===== src/rtl/cpu_pkg.sv =====
`default_nettype none
// ============================================================================
// Module      : cpu_pkg
// Description : Shared opcode prefixes, destination/source codes, special
//               no-op words and FSM state encoding for the instruction
//               decoder and its field-decode sub-module.
// Revision    : 1.0  initial release
// ============================================================================
package cpu_pkg;

    // Opcode class prefixes, matched against the top bits of the word.
    // Load is identified by bit 7 being clear.
    localparam logic       c_PFX_LOAD  = 1'b0;
    localparam logic [1:0] c_PFX_MOVE  = 2'b10;
    localparam logic [2:0] c_PFX_ALU   = 3'b110;
    localparam logic [3:0] c_PFX_JMP   = 4'b1110;
    localparam logic [3:0] c_PFX_JNZ   = 4'b1111;

    // Special ALU-space words that act as no-ops with their own strobes.
    localparam logic [7:0] c_NOPC8     = 8'hC8;
    localparam logic [7:0] c_NOPCF     = 8'hCF;

    // Destination codes (bit position in reg_en).
    localparam logic [2:0] c_DST_X0    = 3'd0;
    localparam logic [2:0] c_DST_X1    = 3'd1;
    localparam logic [2:0] c_DST_Y0    = 3'd2;
    localparam logic [2:0] c_DST_Y1    = 3'd3;
    localparam logic [2:0] c_DST_O_REG = 3'd4;
    localparam logic [2:0] c_DST_M     = 3'd5;
    localparam logic [2:0] c_DST_I     = 3'd6;
    localparam logic [2:0] c_DST_DM    = 3'd7;

    // Move source codes; code 8 selects the immediate field.
    localparam logic [3:0] c_SRC_X0    = 4'd0;
    localparam logic [3:0] c_SRC_X1    = 4'd1;
    localparam logic [3:0] c_SRC_Y0    = 4'd2;
    localparam logic [3:0] c_SRC_Y1    = 4'd3;
    localparam logic [3:0] c_SRC_R     = 4'd4;
    localparam logic [3:0] c_SRC_M     = 4'd5;
    localparam logic [3:0] c_SRC_I     = 4'd6;
    localparam logic [3:0] c_SRC_DM    = 4'd7;
    localparam logic [3:0] c_SRC_IMM   = 4'd8;

    // Sequencer FSM encoding.
    localparam int         c_STATE_W   = 1;
    localparam logic [c_STATE_W-1:0] c_ST_FLUSH = 1'b0;
    localparam logic [c_STATE_W-1:0] c_ST_RUN   = 1'b1;

    // Single-bit load enable for a 3-bit destination code.
    function automatic logic [7:0] f_onehot8(input logic [2:0] code);
        return 8'd1 << code;
    endfunction

endpackage : cpu_pkg
`default_nettype wire


===== src/rtl/instr_field_decode.sv =====
`default_nettype none
// ============================================================================
// Module      : instr_field_decode
// Description : Purely combinational field decode of one 8-bit instruction
//               word. No state and no run/flush gating; the top gates these.
// Ports       : i_pm_data    - instruction word
//               o_reg_en     - one-hot destination load enable
//               o_source_sel - move source code, 8 = immediate
//               o_x_sel, o_y_sel, o_alu_func, o_alu_en - ALU controls
//               o_jmp, o_jmp_nz - jump strobes
//               o_nopc8, o_nopcf - special no-op strobes
// Revision    : 1.0  initial release
// ============================================================================
module instr_field_decode
    import cpu_pkg::*;
(
    input  logic [7:0] i_pm_data,
    output logic [7:0] o_reg_en,
    output logic [3:0] o_source_sel,
    output logic       o_x_sel,
    output logic       o_y_sel,
    output logic [2:0] o_alu_func,
    output logic       o_alu_en,
    output logic       o_jmp,
    output logic       o_jmp_nz,
    output logic       o_nopc8,
    output logic       o_nopcf
);

    logic [2:0] w_mv_dst;
    logic [2:0] w_mv_src;

    assign w_mv_dst = i_pm_data[5:3];
    assign w_mv_src = i_pm_data[2:0];

    always_comb begin
        o_reg_en     = 8'h00;
        o_source_sel = 4'd0;
        o_x_sel      = 1'b0;
        o_y_sel      = 1'b0;
        o_alu_func   = 3'd0;
        o_alu_en     = 1'b0;
        o_jmp        = 1'b0;
        o_jmp_nz     = 1'b0;
        o_nopc8      = 1'b0;
        o_nopcf      = 1'b0;

        if (i_pm_data[7] == c_PFX_LOAD) begin
            o_reg_en     = f_onehot8(i_pm_data[6:4]);
            o_source_sel = c_SRC_IMM;
        end else if (i_pm_data[7:6] == c_PFX_MOVE) begin
            o_source_sel = {1'b0, w_mv_src};
            // o_reg <- r is meaningless (r is the ALU result) and is
            // treated as a no-op move.
            if (!(w_mv_dst == c_DST_O_REG && {1'b0, w_mv_src} == c_SRC_R)) begin
                o_reg_en = f_onehot8(w_mv_dst);
            end
        end else if (i_pm_data[7:5] == c_PFX_ALU) begin
            // The two no-op words sit inside the ALU space and must not
            // touch the ALU or the zero flag.
            if (i_pm_data == c_NOPC8) begin
                o_nopc8 = 1'b1;
            end else if (i_pm_data == c_NOPCF) begin
                o_nopcf = 1'b1;
            end else begin
                o_alu_en   = 1'b1;
                o_x_sel    = i_pm_data[4];
                o_y_sel    = i_pm_data[3];
                o_alu_func = i_pm_data[2:0];
            end
        end else if (i_pm_data[7:4] == c_PFX_JMP) begin
            o_jmp = 1'b1;
        end else if (i_pm_data[7:4] == c_PFX_JNZ) begin
            o_jmp_nz = 1'b1;
        end
    end

endmodule : instr_field_decode
`default_nettype wire


===== src/rtl/instruction_decoder.sv =====
`default_nettype none
// ============================================================================
// Module      : instruction_decoder
// Description : Zero-latency instruction decoder with a FLUSH/RUN sequencer,
//               zero flag, instruction register and saturating counter.
// Ports       : clk         - system clock, rising edge
//               sync_reset  - synchronous active-high reset
//               pm_data     - instruction word at current pc
//               alu_zero    - ALU result-is-zero
//               ir          - registered last decoded word
//               jmp, jmp_nz, dont_jmp - sequencer controls
//               NOPC8, NOPCF - special no-op strobes
//               reg_en      - one-hot destination load enable
//               source_sel  - move source (8 = immediate)
//               x_sel, y_sel, alu_func, alu_en - ALU controls
//               instr_count - saturating executed-instruction count
// Revision    : 1.0  initial release
// ============================================================================
module instruction_decoder
    import cpu_pkg::*;
(
    input  logic        clk,
    input  logic        sync_reset,
    input  logic [7:0]  pm_data,
    input  logic        alu_zero,
    output logic [7:0]  ir,
    output logic        jmp,
    output logic        jmp_nz,
    output logic        dont_jmp,
    output logic        NOPC8,
    output logic        NOPCF,
    output logic [7:0]  reg_en,
    output logic [3:0]  source_sel,
    output logic        x_sel,
    output logic        y_sel,
    output logic [2:0]  alu_func,
    output logic        alu_en,
    output logic [15:0] instr_count
);

    logic [c_STATE_W-1:0] r_state;
    logic                 r_zero_flag;
    logic [7:0]           r_ir;
    logic [15:0]          r_instr_count;

    logic       w_run;
    logic [7:0] w_reg_en;
    logic [3:0] w_source_sel;
    logic       w_x_sel;
    logic       w_y_sel;
    logic [2:0] w_alu_func;
    logic       w_alu_en;
    logic       w_jmp;
    logic       w_jmp_nz;
    logic       w_nopc8;
    logic       w_nopcf;

    instr_field_decode u_field_decode (
        .i_pm_data    (pm_data),
        .o_reg_en     (w_reg_en),
        .o_source_sel (w_source_sel),
        .o_x_sel      (w_x_sel),
        .o_y_sel      (w_y_sel),
        .o_alu_func   (w_alu_func),
        .o_alu_en     (w_alu_en),
        .o_jmp        (w_jmp),
        .o_jmp_nz     (w_jmp_nz),
        .o_nopc8      (w_nopc8),
        .o_nopcf      (w_nopcf)
    );

    // Reset kills the strobes in the very cycle it is asserted, not just
    // from the next edge on.
    assign w_run = (r_state == c_ST_RUN) && !sync_reset;

    assign reg_en      = w_run ? w_reg_en     : 8'h00;
    assign source_sel  = w_run ? w_source_sel : 4'd0;
    assign x_sel       = w_run & w_x_sel;
    assign y_sel       = w_run & w_y_sel;
    assign alu_func    = w_run ? w_alu_func   : 3'd0;
    assign alu_en      = w_run & w_alu_en;
    assign jmp         = w_run & w_jmp;
    assign jmp_nz      = w_run & w_jmp_nz;
    assign NOPC8       = w_run & w_nopc8;
    assign NOPCF       = w_run & w_nopcf;

    assign ir          = r_ir;
    assign dont_jmp    = r_zero_flag;
    assign instr_count = r_instr_count;

    always_ff @(posedge clk) begin
        if (sync_reset) begin
            r_state       <= c_ST_FLUSH;
            r_ir          <= 8'h00;
            r_zero_flag   <= 1'b0;
            r_instr_count <= 16'h0000;
        end else begin
            case (r_state)
                c_ST_FLUSH: begin
                    r_state <= c_ST_RUN;
                    r_ir    <= 8'h00;
                end
                default: begin
                    r_state <= c_ST_RUN;
                    r_ir    <= pm_data;
                    if (r_instr_count != 16'hFFFF) begin
                        r_instr_count <= r_instr_count + 16'd1;
                    end
                end
            endcase
            // alu_en is already gated by state, so FLUSH never updates it.
            if (alu_en) begin
                r_zero_flag <= alu_zero;
            end
        end
    end

endmodule : instruction_decoder
`default_nettype wire


===== config.mk =====
export PLATFORM = sky130hd
export DESIGN_NAME = instruction_decoder
export DESIGN_NICKNAME = d
export VERILOG_FILES = /design/src/rtl/cpu_pkg.sv /design/src/rtl/instr_field_decode.sv /design/src/rtl/instruction_decoder.sv
export SDC_FILE = /design/constraint.sdc
export NUM_CORES = 1
export LEC_CHECK = 0
export BUFFER_PORTS_ARGS = -buffer_cell sky130_fd_sc_hd__buf_2
export CAP_MARGIN = 30
export CORE_MARGIN = 2
export CORE_UTILIZATION = 53
export DETAILED_ROUTE_END_ITERATION = 6
export HOLD_SLACK_MARGIN = 0.06
export PLACE_DENSITY = 0.84
export SLEW_MARGIN = 20
export SYNTH_ARGS = -nofsm -noshare
export SYNTH_HDL_FRONTEND = slang
export SYNTH_HIERARCHICAL = 1
export SYNTH_SLANG_ARGS = --single-unit

===== constraint.sdc =====
create_clock -name clk -period 3.1 [get_ports clk]
set_clock_uncertainty 0.2 [all_clocks]
set_input_delay 0.62 -clock clk [delete_from_list [all_inputs] [get_ports clk]]
set_output_delay 0.62 -clock clk [all_outputs]
set_load 0.1 [all_outputs]

* After elaboration in Yosys (flattened, before gate mapping)
Index checks and enable logic that the tools add are counted.
Word-level totals: bits in registers 26, output and inout port bits 47, word-level logic and storage cells 76
Operators by class: shifts and indexed selects 2, $add $sub $neg 1, muxes and demuxes 47, reductions and logical operators 5, equality and inequality tests 9, bitwise logic cells 8
Operators by type and width (number):
- two-way mux 1 bit | 34
- two-way mux 8 bit | 4
- two-way mux 3 bit | 7
- adder 16 x 1 -> 16 bit (second input constant) | 1
- == test 8 bit (second input constant) | 2
- != test 16 bit (second input constant) | 1
- << shifter 1 x 3 -> 8 bit (first input constant) | 2
- == test 3 bit (second input constant) | 3
- == test 4 bit (second input constant) | 2
- two-way mux 4 bit | 2
- bitwise AND 1 bit | 7
- == test 2 bit (second input constant) | 1
- logical AND 1 bit | 2
- AND reduction 2 bit | 1
- OR reduction 2 bit | 1
- zero test 1 bit | 1
- inverter 1 bit | 1

* Longest topological paths before layout
Gate-level depths: netlist of the first run.
depth in word-level cells 7, gate-level depth with buffers 7, gate-level depth less buffers 5

* Modules after synthesis
Netlist of the first run, hierarchy kept.
By module, submodules not included:
- instruction_decoder | instances 1, seq. area each 520.5 µm², cells each 154, area an instance 1295.0 µm²
- instr_field_decode | instances 1, seq. area each 0.0 µm², cells each 53, area an instance 337.8 µm²

* Worst setup path after synthesis of the first run
OpenSTA, ideal clock, no wires.
path type input port to output port, start point in pm_data[6], end point out reg_en[7], stages 4, path slack 0.195 ns, arrival time 2.085 ns, cell sequence clkbuf_1 > mux2_2 > nor2_1 > and3_1
On the way: word-level cells in the longest chain between the ends 4, elaborated cells on any way between the ends 5, those cells by class eq/ne (1); shift (1); mux (3)
Ends and longest elaborated chain:
- start, declared | RTL line instruction_decoder.sv:24 | input logic [7:0] pm_data,
- == test 2 bit | RTL line instr_field_decode.sv:51 | end else if (i_pm_data[7:6] == c_PFX_MOVE) begin
- two-way mux 8 bit | RTL line instr_field_decode.sv:51
- two-way mux 8 bit (*) | RTL line instr_field_decode.sv:48 | if (i_pm_data[7] == c_PFX_LOAD) begin
- via w_reg_en[7] | RTL line instruction_decoder.sv:47 | logic [7:0] w_reg_en;
- two-way mux 8 bit (*) | RTL line instruction_decoder.sv:76 | assign reg_en = w_run ? w_reg_en : 8'h00;
- end, declared | RTL line instruction_decoder.sv:32 | output logic [7:0] reg_en,
Mark *: on every way through the listed nets, which the timed path passes. The rest lies on a longest branch.

* Worst setup path in the final report of the first run
start point in pm_data[1], end point out alu_en
On the way: word-level cells in the longest chain between the ends 7, elaborated cells on any way between the ends 8, those cells by class eq/ne (2); mux (5); bitwise (1)
Ends and longest elaborated chain:
- == test 8 bit | RTL line instr_field_decode.sv:63 | end else if (i_pm_data == c_NOPCF) begin
- two-way mux 1 bit | RTL line instr_field_decode.sv:63
- two-way mux 1 bit (*) | RTL line instr_field_decode.sv:61 | if (i_pm_data == c_NOPC8) begin
- two-way mux 1 bit (*) | RTL line instr_field_decode.sv:58 | end else if (i_pm_data[7:5] == c_PFX_ALU) begin
- two-way mux 1 bit (*) | RTL line instr_field_decode.sv:51
- two-way mux 1 bit (*) | RTL line instr_field_decode.sv:48
- via w_alu_en | RTL line instruction_decoder.sv:52 | logic w_alu_en;
- bitwise AND 1 bit (*) | RTL line instruction_decoder.sv:81 | assign alu_en = w_run & w_alu_en;
- end, declared | RTL line instruction_decoder.sv:37 | output logic alu_en,
Marked as above.

==> results of run 1 <==
registers in the layout, indices dropped and copies added, names as in the netlist:
name / cells
dont_jmp: 1
instr_count: 16
ir: 8
r_state: 1
power by group:
part           switching, uW  total, uW  internal [uW]
Combinational            130        178           48.0
Sequential              8.27        350            342
Clock                   98.7        229            131
Total                    237        757            521
worst max-delay path: cells and delay by family:
kind / cells / cell delay, ns
and+or+nand+nor: 3 / 0.75
AOI/OAI and AO/OA: 1 / 0.41
buffers and inverters: 2 / 0.43
cells in the mapped netlist, types with 2 or more instances:
cell / instances / area, um2
or4_1: 3 / 22.5
nor3_1: 6 / 30.0
nor2_1: 23 / 86.3
nor4_1: 2 / 12.5
dfxtp_1: 26 / 521
nand2b_1: 4 / 25.0
o21a_1: 3 / 22.5
nand4_1: 4 / 25.0
inv_1: 8 / 30.0
nand4_2: 2 / 25.0
nor2b_1: 6 / 37.5
o31ai_1: 3 / 22.5
mux2_2: 9 / 101
nand2_1: 14 / 52.6
or3_1: 5 / 31.3
and3_1: 30 / 188
nand3_1: 5 / 25.0
buf_2: 3 / 15.0
a21oi_1: 10 / 50.1
and3b_1: 2 / 17.5
and2_1: 3 / 18.8
clkbuf_1: 12 / 45.0
o21ai_0: 4 / 20.0
per-layer routing:
| layer | GRT usage (%) | vias up | wire length (um) |
|---|---|---|---|
| li1 | - | 851 | - |
| met1 | 33.2 | 779 | 1780 |
| met2 | 36.6 | 51 | 1990 |
| met3 | 4.59 | 2 | 258 |
| met4 | 6.67 | 0 | 44 |
| met5 | 0 | - | 0 |
logic make-up after synthesis:
logic type,count (synthesis)
and+or+nand+nor,118
DFF,26
muxes,10
buffers and inverters,23
adders and majority gates,1
AOI/OAI and AO/OA,29
how the worst min path moves through the flow:
stage / end / slack, ns / cells after the start
3_3_place_gp: dont_jmp$_SDFFE_PP0P_ / 0.25 / 2
2_1_floorplan: instr_count[6]$_SDFFE_PP0P_ / 0.46 / 3
3_5_place_dp: dont_jmp$_SDFFE_PP0P_ / 0.28 / 2
6_report: dont_jmp$_SDFFE_PP0P_ / 0.29 / 2
4_1_cts: dont_jmp$_SDFFE_PP0P_ / 0.29 / 2
5_1_grt: dont_jmp$_SDFFE_PP0P_ / 0.31 / 2
cell type report:
cell class	count	area share [%]
multi-input combinational	158	45.2
timing repair buffer	62	26.2
sequential	26	23.0
tap	33	1.83
clock inverter	1	1.33
inverter	8	1.33
clock buffer	3	0.997
through the flow:
stage | util (%) | instances | hold WS (ns)
after detailed placement | 73.5 | 287 | 0.277
after global routing | 75.3 | 291 | 0.311
final | 75.3 | 291 | 0.290
after global placement | 73.5 | 287 | 0.248
after floorplan | - | 207 | 0.460
after CTS | 75.3 | 291 | 0.291
cells in the final DEF (no fill, tap or decap), types with 2 or more instances in the layout:
cell type / n
nor2b_1: 6
nand4_1: 4
a21oi_1: 10
nor3_1: 6
and2_1: 3
and3_1: 30
nor2_1: 23
dfxtp_1: 26
o21a_1: 3
inv_1: 8
nor4_1: 2
mux2_2: 9
buf_12: 18
o31ai_1: 3
or3_1: 5
o21ai_0: 4
or4_1: 3
nand3_1: 5
nand2_1: 14
clkbuf_4: 3
nand2b_1: 4
and3b_1: 2
buf_4: 5
nand4_2: 2
buf_2: 39
==> impl_metrics.py, run 1 <==
metrics = {
    "synthesis": {
        "synth_top_family_by_area": "simple AND/OR/NAND/NOR gates",
        "ys.flop_type": "dfxtp_1",
        "ys_ff_latch": 26,
        "syn_avg_cell_area_um2": 7.89,
        "synth.distinct_cells": 43,
        "synth_compound_area_share_pct": 13.0,
        "ys_seq_area_share_pct": 31.9,
        "synth_nets": 219,
        "synth_edf_count": 0,
        "synth_xor_xnor_area_share_pct": 0,
        "synthSimpleGateAreaFrac_pct": 42.0,
        "synth_area_um2": 1630,
        "yosysWarnings": 6,
        "async_reset_ff_share_pct": 0,
        "synth_adder_area_share_pct": 0.766,
        "syn_inst": 207,
        "synth.area.mux_share_pct": 6.82,
    },
    "worst_hold_path": {
        "hold_path_class": "reg2reg",
        "min_from": "dont_jmp$_SDFFE_PP0P_",
    },
    "timing": {
        "min_period_ns": 3.03,
        "hold_violations": 0,
        "worst_slew_pin_slew_ns": 0.649,
        "max_freq_mhz": 330,
        "finalWorstSetupSlack_ns": 0.0685,
        "finalSetupViolCount": 0,
        "drv_slew": 0,
        "period_share_pct": 97.8,
        "grt_setup_unrepaired": "no",
        "slew_headroom_pct": 56.7,
        "setup_tns_ns": 0,
    },
    "placed_design": {
        "place_hpwl_um": 3060,
        "dp_slack_ns": 0.0961,
        "placed_area_um2": 2210,
        "numPortBuffers": 57,
        "gp_congestion": 0.850,
    },
    "route": {
        "ant_nets": 0,
        "drc": 0,
        "vias": 1683,
        "firstDrtPassIters": 4,
        "drt-total-wl_um": 4070,
        "drtIter0Drc": 74,
        "drt-wirelength-per-cell_um": 14.0,
        "vias_per_cell": 5.78,
    },
    "grt": {
        "grt_max_degree": 26,
        "overflow": 0,
        "grt_usage_pct": 23.5,
        "antenna_found_initial": 0,
        "grt_pass1_vias": 1399,
        "grt_pass1_wl_um": 6510,
    },
    "cts": {
        "cts_buffers": 3,
        "cts_tree": "done",
        "htree_levels": 1,
        "cts_resized": 0,
        "path_clk_slew_ns": 0.13,
        "cts_root_buf": "clkbuf_4",
        "clock-sinks": 26,
        "worstSkewPairLatency_ns": 0.32,
        "cts_hold_buffers": 0,
        "clockBufferDepth": 2,
        "post-cts-setup-buffer-count": 0,
    },
    "floorplanning": {
        "io_pins": 58,
        "die_w_um": 59.5,
        "rows": 20,
        "die_height_um": 59.5,
        "core_area_um2": 3000,
        "die_area_um2": 3540,
        "start_util_pct": 54.4,
    },
    "cells_and_area": {
        "design_area_um2": 2260,
        "seqCellArea_um2": 520,
        "drive_gt1_share_pct": 32.2,
        "multi_input_area_um2": 1020,
        "area_growth_pct": 38.4,
        "fill_cells": 205,
        "final_nets": 271,
        "n_antenna_cell": 0,
    },
    "worst_setup_path": {
        "cp_max_fo": 6,
        "slowest_stage": "or3_4",
        "reg2reg_slack_ns": 0.79,
        "worstPathRequired_ns": 2.28,
        "crit_end": "alu_en",
        "crit_chain": "buf_2, or3_4, a2111oi_4, nor3_1, and3_1, buf_2",
        "reg2reg_depth": 4,
        "critPathCaptureType": "output port",
        "critPathMaxStageDelay_ns": 0.41,
        "crit_type": "in2out",
        "r2r_start": "r_state$_DFF_P_",
        "crit_path_frequent_cell": "buf_2",
        "start_kind": "primary input",
        "arrival_ns": 2.21,
        "reg2reg_to": "instr_count[15]$_SDFFE_PP0P_",
        "crit_path_start": "pm_data[1]",
    },
    "pwr": {
        "finalPower_uw": 757,
        "ir_worst_vdd_mv": 0.155,
        "leakage_uw": 0.00106,
        "p_per_area_nw_per_um2": 335,
    },
    "run": {
        "drv_cap": 0,
    },
    "status": {
        "status": "completed",
    },
}
(Power assumes the default switching activity.)
==> inputs of run 2 (changes only) <==
--- a/config.mk
+++ b/config.mk
@@ -8,5 +8,5 @@
 export BUFFER_PORTS_ARGS = -buffer_cell sky130_fd_sc_hd__buf_2
 export CAP_MARGIN = 30
-export CORE_MARGIN = 2
+export CORE_MARGIN = 5
 export CORE_UTILIZATION = 53
 export DETAILED_ROUTE_END_ITERATION = 6
@@ -18,2 +18,3 @@
 export SYNTH_HIERARCHICAL = 1
 export SYNTH_SLANG_ARGS = --single-unit
+export TNS_END_PERCENT = 1
==> constraint.sdc (replaced) <==
create_clock -name clk -period 3.1 [get_ports clk]
set_clock_uncertainty 0.2 [all_clocks]
set_input_delay 0.775 -clock clk [delete_from_list [all_inputs] [get_ports clk]]
set_output_delay 0.775 -clock clk [all_outputs]
set_load 0.1 [all_outputs]
==> run 2 against run 1 <==
The flow now finishes with violations (setup timing). Clock power rose by 6%. Global-route usage fell by 0.65 points. Combinational power rose by 13%. Worst setup slack got worse by 0.21 ns. Largest power group unchanged. Register-to-register slack got worse by 0.07 ns. Final cell count rose by 4.1%. Power rose by 5.1%.
==> impl_metrics.py, run 2 (same netlist as run 1, synthesis figures left out) <==
metrics = {
    "status": {
        "status": "complete, but fails checks",
        "failed_checks": "setup timing",
    },
    "cells_and_area": {
        "mostFrequentLayoutCell": "buf_2",
        "final_nets": 283,
        "fill_cells": 175,
        "drive_gt1_share_pct": 38.5,
        "largest_reg_flops": 16,
        "layoutNonFillerInstCount": 303,
        "design_area_um2": 2460,
        "n_antenna_cell": 0,
        "final_cell_mix": "buf_2 (31), and3_1 (26), dfxtp_1 (26)",
        "multi_input_area_um2": 1060,
        "area_growth_pct": 50.9,
        "seqCellArea_um2": 520,
    },
    "timing": {
        "min_period_ns": 3.25,
        "finalSetupViolCount": 4,
        "finalWorstSetupSlack_ns": -0.145,
        "max_freq_mhz": 308,
        "drv_slew": 0,
        "hold_violations": 0,
        "slew_headroom_pct": 54.7,
        "worst_slew_pin_slew_ns": 0.674,
        "period_share_pct": 105,
        "grt_setup_unrepaired": "yes",
    },
    "route": {
        "ant_nets": 0,
        "drtIter0Drc": 201,
        "vias_per_cell": 6.15,
        "drc": 0,
        "firstDrtPassIters": 4,
        "drt-total-wl_um": 5310,
        "vias": 1864,
        "drt-wirelength-per-cell_um": 17.5,
    },
    "grt": {
        "grt_busiest_layer": "met2",
        "antenna_found_initial": 0,
        "grtUsageMet1_pct": 29.9,
        "grt_usage_pct": 22.9,
        "grt_max_degree": 23,
        "grt_pass1_vias": 1668,
        "overflow": 0,
        "grtUsageMet2_pct": 38.3,
        "grt_pass1_wl_um": 7820,
        "met3_usage_pct": 3.93,
    },
    "pwr": {
        "leakage_uw": 0.00113,
        "clkPwrFrac_pct": 30.5,
        "finalPower_uw": 796,
        "p_seq_share_pct": 44.1,
        "p_per_area_nw_per_um2": 323,
        "comb_power_share_pct": 25.4,
        "sw_frac_of_total_pct": 32.6,
        "p_sw_uw": 260,
        "ir_worst_vdd_mv": 0.170,
        "p_int_uw": 536,
    },
    "floorplanning": {
        "io_pins": 58,
        "start_util_pct": 54.4,
        "die_height_um": 65.5,
        "rows": 20,
        "die_area_um2": 4290,
        "core_area_um2": 3000,
        "die_w_um": 65.5,
    },
    "run": {
        "drv_cap": 0,
    },
    "worst_setup_path": {
        "reg2reg_slack_ns": 0.72,
        "crit_end": "alu_func[2]",
        "crit_type": "in2out",
        "arrival_ns": 2.27,
        "cp_max_fo": 4,
        "reg2reg_depth": 5,
        "start_kind": "primary input",
        "r2r_start": "instr_count[0]$_SDFFE_PP0P_",
        "reg2reg_to": "instr_count[14]$_SDFFE_PP0P_",
        "worstPathRequired_ns": 2.12,
        "critPathCaptureType": "output port",
        "crit_path_start": "pm_data[1]",
    },
    "cts": {
        "cts_hold_buffers": 0,
        "path_clk_slew_ns": 0.14,
        "clock-sinks": 26,
        "worstSkewPairLatency_ns": 0.34,
        "cts_root_buf": "clkbuf_4",
        "htree_levels": 1,
        "cts_tree": "done",
        "cts_buffers": 3,
        "clockBufferDepth": 2,
    },
    "placed_design": {
        "dp_cells": 297,
        "dp_slack_ns": -0.165,
        "numPortBuffers": 57,
        "gp_congestion": 0.914,
        "placed_area_um2": 2280,
        "place_hpwl_um": 3410,
    },
    "worst_hold_path": {
        "hold_path_class": "reg2reg",
    },
}
[run 2: area by class of cell]
class	instances	share of cell area [%]
Multi-Input combinational cell	158	43.2
Tap cell	33	1.68
Inverter	8	1.22
Timing Repair Buffer	74	30.7
Clock buffer	3	0.914
Clock inverter	1	1.22
Sequential cell	26	21.1
[run 2: worst max-delay path: stages]
cell	delay, ns
buf_6	0.09
or3_4	0.40
a2111oi_4	0.45
nor2_1	0.13
and3_1	0.23
buf_6	0.19
[run 2: power by group through the flow]
stage                     Clock [uW]  Sequential [uW]  Combinational (uW)
after floorplan                    0              405                82.4
after global placement             0              356                 185
after detailed placement           0              357                 188
after CTS                        239              350                 193
after global routing             265              352                 213
final                            243              351                 202
[run 2: worst min path at each step]
stage / from / endpoint / slack (ns) / cells past startpoint
after floorplan: r_state$_DFF_P_ / instr_count[6]$_SDFFE_PP0P_ / 0.46 / 3
after global placement: dont_jmp$_SDFFE_PP0P_ / dont_jmp$_SDFFE_PP0P_ / 0.25 / 2
after detailed placement: dont_jmp$_SDFFE_PP0P_ / dont_jmp$_SDFFE_PP0P_ / 0.27 / 2
after CTS: dont_jmp$_SDFFE_PP0P_ / dont_jmp$_SDFFE_PP0P_ / 0.28 / 2
after global routing: dont_jmp$_SDFFE_PP0P_ / dont_jmp$_SDFFE_PP0P_ / 0.34 / 2
final: dont_jmp$_SDFFE_PP0P_ / dont_jmp$_SDFFE_PP0P_ / 0.31 / 2
[run 2: timing repair]
item                                   4_1_cts  5_1_grt
pin swaps                                    5        5
endpoints found under the hold margin        0        0
buffers inserted                             2        0
resized for setup                           18        8
setup endpoints to repair                    4        7
[run 2: stage by stage]
| stage | util [%] | setup TNS (ns) | hold WS, ns |
|---|---|---|---|
| detailed placement | 76.0 | -0.496 | 0.266 |
| CTS | 80.7 | -0.345 | 0.285 |
| floorplan | - | -0.566 | 0.460 |
| global route | 82.0 | -0.551 | 0.344 |
| global placement | 76.0 | -0.434 | 0.250 |
| finish | 82.0 | -0.362 | 0.307 |
[run 2: per-layer routing]
layer	vias up	share of wire [%]
met5	-	0
li1	876	-
met4	0	2.1
met3	12	5.9
met2	88	51
met1	888	41
